--- src/rtl/if_fetch_stage.sv ---
// if_fetch_stage: PC register, req/ack instruction fetch and next-PC redirect for the decoder
module if_fetch_stage #(
   parameter logic [31:0] RESET_PC = 32'h0000_0000,
   parameter int          IMEM_AW  = 32
) (
   input  logic               clk,
   input  logic               reset,
   output logic               imem_req,
   output logic [IMEM_AW-1:0] imem_addr,
   input  logic               imem_ack,
   input  logic [31:0]        imem_rdata,
   output logic [31:0]        instr,
   output logic [5:0]         opcode,
   output logic               instr_valid,
   output logic [IMEM_AW-1:0] pc,
   output logic [IMEM_AW-1:0] pc_plus4,
   input  logic               consume,
   input  logic               branch_taken,
   input  logic [31:0]        branch_offset,
   input  logic               jump,
   input  logic [25:0]        jump_index
);
   localparam logic [1:0] S_IDLE = 2'd0;
   localparam logic [1:0] S_REQ  = 2'd1;
   localparam logic [1:0] S_HOLD = 2'd2;
   logic [1:0]         state;
   logic [IMEM_AW-1:0] fetch_pc;
   logic [IMEM_AW-1:0] next_pc;
   assign imem_req  = state == S_REQ;
   assign imem_addr = fetch_pc;
   assign opcode    = instr[31:26];
   assign pc_plus4  = pc + 32'd4;
   // jump keeps the upper nibble of the sequential PC and outranks any branch
   assign next_pc = jump ? {pc_plus4[31:28], jump_index, 2'b00} :
                    branch_taken ? pc_plus4 + (branch_offset << 2) : pc_plus4;
   always_ff @(posedge clk) begin
      if (reset) begin
         state       <= S_IDLE;
         fetch_pc    <= RESET_PC;
         instr       <= '0;
         instr_valid <= 1'b0;
         pc          <= RESET_PC;
      end else if (state == S_IDLE) begin
         state <= S_REQ;
      end else if (state == S_REQ) begin
         if (imem_ack) begin
            instr       <= imem_rdata;
            pc          <= fetch_pc;
            instr_valid <= 1'b1;
            state       <= S_HOLD;
         end
      end else if (consume) begin
         fetch_pc    <= next_pc;
         instr_valid <= 1'b0;
         state       <= S_REQ;
      end
   end
endmodule

--- config.mk ---
export PLATFORM = sky130hd
export DESIGN_NAME = if_fetch_stage
export DESIGN_NICKNAME = d
export VERILOG_FILES = /design/src/rtl/if_fetch_stage.sv
export SDC_FILE = /design/constraint.sdc
export NUM_CORES = 1
export LEC_CHECK = 0
export BUFFER_PORTS_ARGS = -buffer_cell sky130_fd_sc_hd__buf_4
export CORE_MARGIN = 4
export CORE_UTILIZATION = 40
export DETAILED_ROUTE_END_ITERATION = 8
export PLACE_DENSITY_LB_ADDON = 0.15
export SETUP_SLACK_MARGIN = 0.5
export SLEW_MARGIN = 10
export SYNTH_ARGS = -nofsm -noshare
export SYNTH_HDL_FRONTEND = slang
export SYNTH_SLANG_ARGS = --single-unit
--- constraint.sdc ---
create_clock -name clk -period 5.8 [get_ports clk]
set_input_delay 0.29 -clock clk [delete_from_list [all_inputs] [get_ports clk]]
set_output_delay 0.29 -clock clk [all_outputs]
set_load 0.02 [all_outputs]
-- After elaboration in Yosys (flattened, before gate mapping)
Index checks and enable logic that the tools add are counted.
- register bits: 99
- latch bits: 0
- bits in writable memories: 0
- ROM bits: 0
- input port bits: 96
- word-level logic and storage cells: 31
- memories: 0
- add/sub/neg operators: 2
- $mul: 0
- div/mod/pow operators: 0
- magnitude comparators: 0
- eq/ne operators: 3
- shift operators: 0
- muxes and demuxes: 9
- bitwise operators: 2
- reductions and logical operators: 9
- operators by type and width (cell ; number):
    32-bit two-way mux ; 2
    32-bit by 3-bit adder with 32-bit output, second input constant ; 1
    32-bit adder ; 1
    3-bit AND reduction ; 3
    2-bit two-way mux ; 3
    1-bit two-way mux ; 4
    2-bit AND reduction ; 2
    3-bit by 1-bit != test with 1-bit output, second input constant ; 1
    3-bit nonzero test ; 1
    2-bit by 1-bit == test with 1-bit output, second input constant ; 1
    2-bit zero test ; 1
    2-bit by 1-bit != test with 1-bit output, second input constant ; 1
    1-bit NOT ; 2
    2-bit nonzero test ; 1
    2-bit OR reduction ; 1

-- Logic depth before layout (Yosys ltp)
Gate-level depths: netlist (run 1).
- depth after elaboration: 4
- mapped depth: 17
- mapped depth without buffers: 16

-- Worst setup path after synthesis (run 1)
OpenSTA, ideal clock, no wires.
- path type: reg-to-reg
- start point: register pc[4]
- end point: register fetch_pc[31] (netlist: imem_addr[31])
- library setup time: 87 ps
- arrival time: 3781 ps
- data required time: 5713 ps
- setup slack: 1932 ps
- stages on the path, launching flop included: 18
- buffers on the path: 1
- clock period less this slack: 3868 ps
- cells stage by stage: dfxtp_1 > and4_1 > and2_1 > nand4_1 > nor2_1 > and4_1 > xor2_1 > ha_1 > buf_2 > a21o_1 > a21o_1 > a21o_1 > nor3_1 > nand3_1 > a31oi_1 > xnor2_1 > and3_1 > o31ai_1
- cells in the longest elaborated chain, start to end: 4
- RTL lines (what ; RTL line ; text):
    start: declaration ; 15 ; output logic [IMEM_AW-1:0] pc,
    start signal: assignment ; 48 ; pc <= fetch_pc;
    32-bit by 3-bit adder with 32-bit output ; 32 ; assign pc_plus4 = pc + 32'd4;
    named net pc_plus4[22] ; 16 ; output logic [IMEM_AW-1:0] pc_plus4,
    32-bit adder ; 35 ; branch_taken ? pc_plus4 + (branch_offset << 2) : pc_plus4;
    32-bit two-way mux ; 35 ;
    32-bit two-way mux ; 34 ; assign next_pc = jump ? {pc_plus4[31:28], jump_index, 2'b00} :
    end signal: assignment ; 53 ; fetch_pc <= next_pc;
    end: declaration ; 27 ; logic [IMEM_AW-1:0] fetch_pc;
The timed path passes the listed nets, and every way through them passes these cells.
A chain may end at the register's enable or synchronous reset.

-- Final worst setup path (run 1)
- start point: register pc[4]
- end point: register fetch_pc[29] (netlist: imem_addr[29])
- cells in the longest elaborated chain, start to end: 4
- RTL lines (what ; RTL line):
    32-bit by 3-bit adder with 32-bit output (*) ; 32
    32-bit adder ; 35
    32-bit two-way mux ; 35
    32-bit two-way mux (*) ; 34
Every way passes the cells marked *; elsewhere a longest branch is shown, timed or not.

==> results of run 1 <==
-- final cells by class --
class / count / area (um^2)
clock buffer: 10 / 239
clock inverter: 6 / 70.1
fill: 1492 / 6940
inverter: 15 / 56.3
timing repair buffer: 233 / 1750
tap: 188 / 235
sequential: 99 / 1980
multi-input combinational: 650 / 3870
-- worst max path at each step --
stage / endpoint / cells past startpoint
floorplan: imem_addr[31] / 17
global placement: imem_addr[29] / 15
detailed placement: imem_addr[29] / 15
CTS: imem_addr[29] / 15
global route: imem_addr[29] / 15
finish: imem_addr[29] / 15
-- sequential cells by signal (all words and copies together), names as in the netlist --
register	count
pc	32
instr_valid	1
instr	32
state	2
imem_addr	32
-- worst reg2reg max path: stages (launching register included) --
cell      delay [ns]
dfxtp_1         0.47
and4_1          0.27
and2_1          0.19
nand4_1         0.21
nor3_1          0.70
nand2_1         0.15
xnor2_1         0.21
ha_1            0.45
nand4_1         0.17
nor3_1          0.22
o211ai_1        0.16
nand3_1         0.21
a31oi_1         0.13
nor4b_1         0.27
a21oi_1         0.08
a311oi_1        0.24
-- metrics by stage --
stage	cells	worst slack [ns]	power (mW)	cell area, um^2
floorplan	816	1.93	0.881	6150
global placement	1185	1.70	1.00	7890
detailed placement	1185	1.65	1.00	7890
CTS	1201	1.60	1.62	8200
global route	1201	1.22	1.67	8200
finish	1201	1.57	1.60	8200
-- layer usage --
layer	wire, um	vias up
li1	-	3214
met1	8900	2879
met2	9730	206
met3	1640	25
met4	358	0
met5	0	-
-- cells in the final DEF (no fill, tap or decap), types with 3 or more instances in the layout --
cell type and n:
o21a_1 4, ha_1 36, buf_4 233, a211oi_1 12, nor2b_1 3, clkinvlp_4 3, and4_1 4, mux2i_1 3
inv_1 14, a21o_1 20, a211o_1 4, and3_1 11, nand2_1 189, xnor2_2 3, o21ai_0 28, nor2_1 51
and2_1 3, dfxtp_1 99, o21bai_1 3, nand2b_1 6, a221oi_1 3, clkbuf_16 9, o211ai_1 11, o21ai_1 3
xnor2_1 31, nand4_1 7, o31ai_1 4, a31oi_1 8, nor3_1 10, a22o_1 3, or3_1 3, xor2_1 17
o22a_1 3, nand3_1 21, a21oi_1 114
-- cell families (layout without fill, tap and decap cells) --
| group | after synthesis | after routing | share of synthesized area, % |
|---|---|---|---|
| buf+inv | 67 | 264 | 4.88 |
| flops | 99 | 99 | 32.2 |
| mux | 4 | 4 | 0.671 |
| simple gates | 318 | 318 | 22.7 |
| compound gates | 240 | 240 | 24.2 |
| xor+xnor | 51 | 51 | 7.63 |
| fa+ha+maj | 37 | 37 | 7.65 |
-- power by group --
group / internal, mW / switching (mW) / total, mW / leakage (nW)
clock network: 0.349 / 0.268 / 0.617 / 0.142
registers: 0.698 / 0.0131 / 0.712 / 0.802
logic: 0.116 / 0.158 / 0.274 / 2.78
total: 1.16 / 0.439 / 1.60 / 3.73
==> results.json, run 1 <==
{
  "status": "finished, final reports clean",
  "synthTopCellsByArea": "dfxtp_1, nand2_1, a21oi_1, ha_1, xnor2_1",
  "finalWeightedCongestion": 0.903,
  "netlist_instances": 816,
  "arrival_ns": 4.48,
  "ys_seq_area_share_pct": 32.2,
  "cts_tree": "done",
  "rows": 45,
  "antenna_left": 0,
  "final_util_pct": 54.2,
  "drv_slew": 0,
  "clk_pin_slew_ns": 0.07,
  "cts_setup_buffers": 0,
  "rr_endpoint": "imem_addr[29]",
  "tightest_slew_ns": 0.992,
  "start_kind": "flop",
  "slew_headroom_pct": 33.6,
  "dieArea_mm2": 0.0174,
  "cts_buffers": 9,
  "dieWidth_um": 132,
  "cp_num_buf_inv": 0,
  "yosysTopAreaCell": "dfxtp_1",
  "worstPathMaxFanout": 7,
  "max_stage_delay_ns": 0.70,
  "final_layout_size_suffix_gt1_share_pct": 26.2,
  "crit_family": "simple AND/OR/NAND/NOR gates",
  "criticalPathCategory": "flop to flop",
  "n_antenna_cell": 0,
  "regToRegSetupSlack_ns": 1.57,
  "final.period_utilization_pct": 73.0,
  "grt_max_degree": 92,
  "hold_slack_ns": 0.187,
  "hold_start": "imem_rdata[23]",
  "grtUsageMet1_pct": 28.9,
  "grt-ovfl-total": 0,
  "p_leak_nw": 3.73,
  "synth-edff-count": 0,
  "ys_top_cells_by_count": "nand2_1, a21oi_1, dfxtp_1, nor2_1, ha_1",
  "drc": 0,
  "layout_min_cycle_time_ns": 4.23,
  "synth.most_common_cell": "nand2_1",
  "routed_wl_mm": 20.6,
  "ctsRootBufferMaster": "clkbuf_16",
  "yosysTopAreaCellShare_pct": 32.2,
  "use_met2_pct": 37.3,
  "antenna_found_initial": 0,
  "synth_flop_cell": "dfxtp_1",
  "hp-class": "input port to flop",
  "yosysWarnings": 0,
  "cts_resized": 0,
  "async_flop_share_pct": 0,
  "cap_violations": 0,
  "critPathCaptureType": "flop",
  "grt.total_usage_pct": 22.6,
  "worstSetupStartpoint": "pc[4]",
  "nets": 1141,
  "place.port_buffers": 229,
  "die_y_um": 132,
  "fmax_mhz": 236,
  "ys_ff_latch": 99,
  "hold_path_end": "instr[23]",
  "slowest_stage": "nor3_1",
  "fin_skew_ns": 0.00983,
  "rsz0062_at_grt": "no",
  "clk_latency_ns": 0.34,
  "timing.rr.start": "pc[4]",
  "setup_violations": 0,
  "fin_tns_setup_ns": 0,
  "synth_area_mm2": 0.00615,
  "drt_iter0_drc": 433,
  "viasPerCell": 5.27,
  "cts.htree.levels": 3,
  "syn_to_final_growth_pct": 33.4,
  "met3_usage_pct": 6.76,
  "syn-num-nets": 949,
  "clk_path_buf_depth": 2,
  "vias": 6324,
  "yosys.cell_types.count": 62,
  "cts_hold_buf": 0,
  "io_pins": 232,
  "required_ns": 6.05,
  "wl_per_cell_um": 17.2,
  "dp_hpwl_mm": 15.5,
  "first_pass_iters": 5,
  "p_per_area_mw_per_mm2": 195,
  "clkSinkCount": 99,
  "core_mm2": 0.0151,
  "peakVddDrop_v": 0.000136,
  "initial_core_util_pct": 40.6,
  "crit_chain": "and4_1, and2_1, nand4_1, nor3_1, nand2_1, xnor2_1, ha_1, nand4_1, nor3_1, o211ai_1, nand3_1, a31oi_1, nor4b_1, a21oi_1, a311oi_1",
  "grt_pass1_vias": 5997,
  "whs_path_depth": 3,
  "grt_pass1_wl_mm": 32.0,
  "grt_most_used_layer": "met2",
  "synth_area_per_cell_um2": 7.54,
  "worstRegToRegCells": 15,
  "final-hold-violation-count": 0
}
(Power assumes the default switching activity.)
==> run 2: changes to the inputs <==
- clock period: 5.8 -> 3.49 ns (I/O delays scaled with it)
==> results.json, run 2 (same netlist as run 1, synthesis figures left out) <==
{
  "place_area_mm2": 0.00891,
  "total_power_mw": 2.81,
  "path_depth": 18,
  "cts_tree": "done",
  "peakVddDrop_v": 0.000217,
  "core_mm2": 0.0151,
  "criticalPathCategory": "flop to flop",
  "p_per_area_mw_per_mm2": 278,
  "worstPathMaxFanout": 4,
  "hp-class": "input port to flop",
  "grt.total_usage_pct": 25.0,
  "fill_cells": 1308,
  "cap_violations": 0,
  "antenna_found_initial": 0,
  "fin_tns_setup_ns": 0,
  "dp_cells": 1277,
  "final_common_cell": "buf_4",
  "critPathCaptureType": "flop",
  "clk_path_buf_depth": 2,
  "whs_path_depth": 3,
  "slowest_stage": "mux2_2",
  "final_area_mm2": 0.0101,
  "drt_iter0_drc": 505,
  "pre_cts_slack_ns": -0.147,
  "grt_pass1_vias": 6735,
  "required_ns": 3.77,
  "grt_pass1_wl_mm": 35.6,
  "final-hold-violation-count": 0,
  "drc": 0,
  "cts.htree.levels": 3,
  "dieArea_mm2": 0.0174,
  "status": "finished, final reports clean",
  "rsz0062_at_grt": "yes",
  "grt-ovfl-total": 0,
  "rows": 45,
  "start_kind": "flop",
  "worstSetupStartpoint": "pc[7]",
  "antenna_left": 0,
  "setup_violations": 0,
  "hold_start": "imem_rdata[26]",
  "cts_buffers": 9,
  "place.port_buffers": 229,
  "final.period_utilization_pct": 99.9,
  "cp_num_buf_inv": 4,
  "fmax_mhz": 287,
  "hold_slack_ns": 0.0718,
  "final_cell_count_no_fill": 1323,
  "ctsRootBufferMaster": "clkbuf_16",
  "final_layout_size_suffix_gt1_share_pct": 45.2,
  "layout_min_cycle_time_ns": 3.49,
  "dieWidth_um": 132,
  "final_util_pct": 66.7,
  "slew_headroom_pct": 19.6,
  "drv_slew": 0,
  "clk_latency_ns": 0.34,
  "timing.rr.start": "pc[7]",
  "crit_family": "simple AND/OR/NAND/NOR gates",
  "first_pass_iters": 6,
  "syn_to_final_growth_pct": 64.4,
  "multiInputGateArea_mm2": 0.00476,
  "worstRegToRegCells": 18,
  "finalWeightedCongestion": 0.907,
  "clk_pin_slew_ns": 0.08,
  "grt_max_degree": 66,
  "initial_core_util_pct": 40.6,
  "n_antenna_cell": 0,
  "clkSinkCount": 99,
  "viasPerCell": 5.47,
  "vias": 7236,
  "max_stage_delay_ns": 0.37,
  "p_leak_nw": 4.58,
  "dp_hpwl_mm": 16.7,
  "io_pins": 232,
  "routed_wl_mm": 23.4,
  "cpMostUsedCell": "buf_4",
  "crit_chain": "and4_4, and2_4, nand4_1, buf_4, nor2_4, buf_4, xnor2_2, ha_1, inv_1, o21bai_1, a21oi_2, nor3b_4, buf_4, o31ai_4, nor2_1, o31ai_2, mux2_2, nand2_1",
  "setup_slack_ns": 0.00292,
  "fin_skew_ns": 0.00861,
  "wl_per_cell_um": 17.7,
  "mostFrequentLayoutCells": "buf_4, nand2_1, a21oi_1, dfxtp_1, nor2_1",
  "layout.area.seq_mm2": 0.00202,
  "die_y_um": 132,
  "nets": 1263,
  "arrival_ns": 3.77,
  "tightest_slew_ns": 1.20
}
[run 2: report_power, final]
| group | leakage (nW) | internal [mW] | switching [mW] |
|---|---|---|---|
| logic | 3.61 | 0.244 | 0.302 |
| clock network | 0.157 | 0.613 | 0.470 |
| registers | 0.811 | 1.15 | 0.0214 |
| total | 4.58 | 2.01 | 0.793 |
[run 2: final timing paths]
path / to / slack, ns
worst min-delay path: instr[26] / 0.07
worst max register to register: imem_addr[30] / 0.003
worst min register to register: instr[21] / 0.45
worst max-delay path: imem_addr[30] / 0.003
[run 2: final cells by class]
type / instances / share of cell area, %
multi-input combinational: 650 / 47.1
timing repair buffer: 355 / 26.8
sequential: 99 / 20.0
clock buffer: 10 / 2.48
tap: 188 / 2.33
clock inverter: 6 / 0.743
inverter: 15 / 0.582
[run 2: metal layers]
metal  track usage, %  wire length (um)
met2             42.0             11200
met1             31.1              9300
met5                0                 0
met3             6.87              2110
met4             8.34               826
[run 2: what timing repair did]
item | CTS | global route
endpoints found under the setup margin | 20 | 22
buffers inserted | 14 | 16
pin swaps | 73 | 42
hold buffers | 0 | 0
gates resized for setup | 83 | 51
[run 2: worst register-to-register path: cells and delay by family (launching register included)]
family	cells	cell delay, ns
buf+inv	4	0.53
mux	1	0.37
compound gates	4	0.84
flops	1	0.34
simple gates	7	0.95
fa+ha+maj	1	0.32
xor+xnor	1	0.06
